<file path="src/rtl/pc_unit.sv">
// Program-counter unit: increment, PC-relative branch, absolute jump, and
// call/return through a circular return-address stack that keeps the newest entries.
module pc_unit #(
  parameter int               WIDTH        = 32,
  parameter logic [WIDTH-1:0] RESET_VECTOR = '0,
  parameter int               STEP         = 4,
  parameter int               OFF_W        = 19,
  parameter int               RAS_DEPTH    = 4,
  localparam int              CNT_W        = $clog2(RAS_DEPTH + 1)
) (
  input  logic             clock,
  input  logic             clear,
  input  logic             enable,
  input  logic [2:0]       mode,
  input  logic [OFF_W-1:0] offset,
  input  logic [WIDTH-1:0] target,
  output logic [WIDTH-1:0] PC,
  output logic [CNT_W-1:0] ras_count,
  output logic             ras_overflow,
  output logic             ras_underflow
);

  localparam int               PTR_W  = $clog2(RAS_DEPTH);
  localparam logic [WIDTH-1:0] STEP_W = WIDTH'(STEP);

  typedef enum logic [2:0] {
    MODE_HOLD     = 3'b000,
    MODE_INC      = 3'b001,
    MODE_BR_REL   = 3'b010,
    MODE_LOAD     = 3'b011,
    MODE_CALL     = 3'b100,
    MODE_RET      = 3'b101,
    MODE_CALL_REL = 3'b110,
    MODE_RSVD     = 3'b111
  } mode_e;

  logic [WIDTH-1:0] pc_q, pc_d;
  logic [CNT_W-1:0] cnt_q, cnt_d;
  logic [PTR_W-1:0] top_q, top_d;
  logic             ovf_q, ovf_d;
  logic             unf_q, unf_d;

  logic [WIDTH-1:0] ras_mem_q [RAS_DEPTH];
  logic             ras_we;
  logic [PTR_W-1:0] ras_waddr;
  logic [WIDTH-1:0] ras_wdata;

  logic [WIDTH-1:0] offset_sext;
  logic [PTR_W-1:0] top_inc, top_dec;
  logic             ras_full, ras_empty;

  assign offset_sext = WIDTH'($signed(offset));
  assign top_inc     = (top_q == PTR_W'(RAS_DEPTH - 1)) ? '0 : top_q + 1'b1;
  assign top_dec     = (top_q == '0) ? PTR_W'(RAS_DEPTH - 1) : top_q - 1'b1;
  assign ras_full    = (cnt_q == CNT_W'(RAS_DEPTH));
  assign ras_empty   = (cnt_q == '0);

  // top_q always names the newest entry; when full, top_inc lands on the oldest.
  always_comb begin
    pc_d      = pc_q;
    cnt_d     = cnt_q;
    top_d     = top_q;
    ovf_d     = ovf_q;
    unf_d     = unf_q;
    ras_we    = 1'b0;
    ras_waddr = top_inc;
    ras_wdata = pc_q + STEP_W;

    if (enable) begin
      case (mode_e'(mode))
        MODE_INC:    pc_d = pc_q + STEP_W;
        MODE_BR_REL: pc_d = pc_q + offset_sext;
        MODE_LOAD:   pc_d = target;
        MODE_CALL: begin
          ras_we = 1'b1;
          pc_d   = target;
        end
        MODE_RET: begin
          if (!ras_empty) begin
            pc_d  = ras_mem_q[top_q];
            cnt_d = cnt_q - 1'b1;
            top_d = top_dec;
          end else begin
            pc_d  = pc_q + STEP_W;
            unf_d = 1'b1;
          end
        end
        MODE_CALL_REL: begin
          ras_we = 1'b1;
          pc_d   = pc_q + offset_sext;
        end
        default: ;
      endcase
    end

    if (ras_we) begin
      top_d = top_inc;
      if (ras_full) ovf_d = 1'b1;
      else          cnt_d = cnt_q + 1'b1;
    end
  end

  // NOTE: sequential state uses non-blocking assignments so every flop samples
  // the pre-edge values computed above, independent of statement order.
  always_ff @(posedge clock) begin
    if (clear) begin
      pc_q  <= RESET_VECTOR;
      cnt_q <= '0;
      top_q <= '0;
      ovf_q <= 1'b0;
      unf_q <= 1'b0;
    end else begin
      pc_q  <= pc_d;
      cnt_q <= cnt_d;
      top_q <= top_d;
      ovf_q <= ovf_d;
      unf_q <= unf_d;
    end
  end

  // NOTE: the stack storage is deliberately not reset; ras_count marks which
  // entries are valid, so clearing the array would only cost reset routing.
  always_ff @(posedge clock) begin
    if (ras_we && !clear) ras_mem_q[ras_waddr] <= ras_wdata;
  end

  assign PC            = pc_q;
  assign ras_count     = cnt_q;
  assign ras_overflow  = ovf_q;
  assign ras_underflow = unf_q;

endmodule

</file>
<file path="config.mk">
export PLATFORM = sky130hd
export DESIGN_NAME = pc_unit
export DESIGN_NICKNAME = d
export VERILOG_FILES = /design/src/rtl/pc_unit.sv
export SDC_FILE = /design/constraint.sdc
export NUM_CORES = 1
export LEC_CHECK = 0
export CAP_MARGIN = 40
export CORE_MARGIN = 5
export CORE_UTILIZATION = 39
export DETAILED_ROUTE_END_ITERATION = 8
export PLACE_DENSITY = 0.57
export SYNTH_ARGS = -nofsm -noshare
export SYNTH_HDL_FRONTEND = slang
export SYNTH_SLANG_ARGS = --single-unit
</file>
<file path="constraint.sdc">
create_clock -name clock -period 8.6 [get_ports clock]
set_clock_uncertainty 0.1 [all_clocks]
set_input_delay 1.72 -clock clock [delete_from_list [all_inputs] [get_ports clock]]
set_output_delay 1.72 -clock clock [all_outputs]
set_load 0.02 [all_outputs]
</file>
==> results.json <==
{
  "fin_util_pct": 47.37,
  "core_um2": 23470,
  "total_power_uw": 2108,
  "worst_slew_pin_slew_ns": 0.7981,
  "die_h_um": 164.6,
  "synth_flop_cell": "edfxtp_1",
  "pwr_density_cell_nw_per_um2": 189.6,
  "grt.busiest_layer": "met2",
  "yosys.area.top_type_share_pct": 41.25,
  "placed_cell_area_um2": 10530,
  "synth_nets": 876,
  "post_drt_wl_per_cell_um": 21.42,
  "slew_violations": 0,
  "ys_seq_area_share_pct": 50.05,
  "path_cells": "clkdlybuf4s50_1 -> ha_1 -> inv_1 -> fa_1 -> nor2b_1 -> o2111ai_1 -> a21oi_1 -> nor2_1 -> o311ai_0 -> a21boi_1 -> xnor2_1 -> a221oi_1 -> nor2_1",
  "regArea_um2": 4666,
  "avgViaCountPerCell": 5.670,
  "clockRootBuffer": "clkbuf_16",
  "slowest_delay_ns": 0.69,
  "num-nets-final": 961,
  "grt_pass1_wl_mm": 39.85,
  "crit_family": "compound AO/OA/AOI/OAI gates",
  "status": "completed",
  "final_area_um2": 11120,
  "async_reset_ff_share_pct": 0,
  "worst-path-max-fanout": 4,
  "dieArea_um2": 27090,
  "cp_slowest_cell": "o311ai_0",
  "io_buffers": 93,
  "grt_pass1_vias": 6872,
  "final_layout_size_suffix_gt1_share_pct": 12.23,
  "die_w_um": 164.6,
  "fmax_ghz": 0.2113,
  "post-synth-top-count-cell": "edfxtp_1",
  "first_iter_violations": 458,
  "slew_headroom_pct": 46.12,
  "r2r_cells": 12,
  "grt_max_degree": 38,
  "cts_hold_buf": 0,
  "area_growth_pct": 19.32,
  "syn_inst": 777,
  "grt_use_met1_pct": 26.09,
  "hold_path_class": "flip-flop to flip-flop",
  "cts_tree": "yes",
  "yosysTopAreaCell": "edfxtp_1",
  "arrival_ns": 4.96,
  "multi_input_area_um2": 4303,
  "cts.repair.resized": 0,
  "place_congestion": 0.8812,
  "critPathCaptureType": "flip-flop",
  "rsz0062_at_grt": "no",
  "critPathKind": "input port to flip-flop",
  "synth_common_cells": "128 x edfxtp_1, 67 x nor2_1, 55 x nand2_1",
  "finalCritPeriodShare_pct": 55.03,
  "placementRows": 56,
  "antenna_cells": 0,
  "cts_buffers": 17,
  "grt_usage_pct": 19.42,
  "yosys_register_bits": 169,
  "antenna_found_initial": 0,
  "wirelength_mm": 25.58,
  "grt_use_met2_pct": 32.17,
  "final-hold-violation-count": 0,
  "htree_levels": 4,
  "netlist_area_um2": 9319,
  "post_cts_buffers": 0,
  "min_path_cells": 2,
  "cp.required_ns": 8.83,
  "setup_viol": 0,
  "drv_cap": 0,
  "period_minus_slack_ns": 4.733,
  "ir_worst_vdd_v": 0.0001256,
  "clock-sinks": 169,
  "fin_tns_setup_ns": 0,
  "firstDrtPassIters": 5,
  "worstSetupPathDepth": 13,
  "vias": 6770,
  "yosysWarnings": 0,
  "ys_types": 73,
  "io_pins": 94,
  "antenna_left": 0,
  "clkTransAtPathRegs_ns": 0.07,
  "drc": 0,
  "critPathBufInv": 2,
  "p_leak_uw": 0.003932,
  "grtUsageMet3_pct": 3.020,
  "hpwlAfterDp_mm": 17.17,
  "cp_common_cell": "nor2_1",
  "fillers": 2141,
  "initial_utilization_pct": 39.70,
  "cts_buffer_depth": 2,
  "overflow": 0,
  "clk_latency_ns": 0.44,
  "synth_edf_count": 128,
  "synthTopCellsByArea": "edfxtp_1 41%, dfxtp_1 8.8%, mux4_2 7.7%",
  "synth.avg_cell_area_um2": 11.99,
  "worstSetupStartpointType": "input port"
}
## cell families (layout without fill, tap and decap cells)
group / Yosys count / in the layout / synth area share [%]
mux: 35 / 35 / 8.069
simple gates: 194 / 194 / 9.869
flops: 169 / 169 / 50.05
buf+inv: 61 / 159 / 3.988
compound gates: 219 / 219 / 16.94
xor+xnor: 57 / 57 / 5.357
fa+ha+maj: 42 / 42 / 5.720
## registers in the layout, indices dropped and copies added, names as in the netlist, named ones only
register and count:
ras_mem_q 128, PC 32, ras_count 3, top_q 2, ras_overflow 1, ras_underflow 1
## placed cells by master, fill, tap and decap left out, drive strengths merged, types with 24 or more instances in the layout
cell type / instances
inv: 24
a221o: 26
mux4: 32
clkdlybuf4s50: 93
a21oi: 42
dfxtp: 41
xnor2: 38
ha: 41
nand3: 24
edfxtp: 128
nand2: 55
o21ai: 50
nor2: 68
a221oi: 31
## stage by stage
step	std cells	hold WS (ns)	setup slack, ns
4_1_cts	1194	0.3818	3.891
5_1_grt	1194	0.4156	3.719
3_3_place_gp	1157	0.3563	3.510
2_1_floorplan	777	0.4094	4.482
6_report	1194	0.3739	3.867
3_5_place_dp	1162	0.3658	3.445
## tightest hold or removal path, cell delays in order, from the launching register on
cell,delay [ns]
dfxtp_1,0.33
a21oi_1,0.04
nor2_1,0.07
## path summary, 6_finish.rpt
check | startpoint | end | slack, ns
setup reg to reg | PC[0] | PC[20] | 5.11
hold / removal | ras_underflow | ras_underflow | 0.37
hold reg to reg | ras_underflow | ras_underflow | 0.37
setup / recovery | offset[0] | PC[20] | 3.87
## layer usage
layer	routed length, um	vias up	share of wire [%]
li1	-	3207	-
met1	11570	3350	45
met2	12430	177	49
met3	1010	36	3.9
met4	565	0	2.2
met5	0	-	0
## final cells by class
| type | count | share of cell area, % |
|---|---|---|
| Clock inverter | 15 | 1.485 |
| Tap cell | 319 | 3.590 |
| Timing Repair Buffer | 109 | 9.835 |
| Sequential cell | 169 | 41.96 |
| Clock buffer | 17 | 3.826 |
| Multi-Input combinational cell | 547 | 38.70 |
| Inverter | 18 | 0.6076 |
## power by group
part           leakage, uW  switching [uW]  internal [uW]
Clock             0.000285             350            434
Combinational      0.00215             216            170
Sequential         0.00150            32.9            905
Total              0.00393             598           1510
Note: power is estimated with default switching activity, not from simulation.
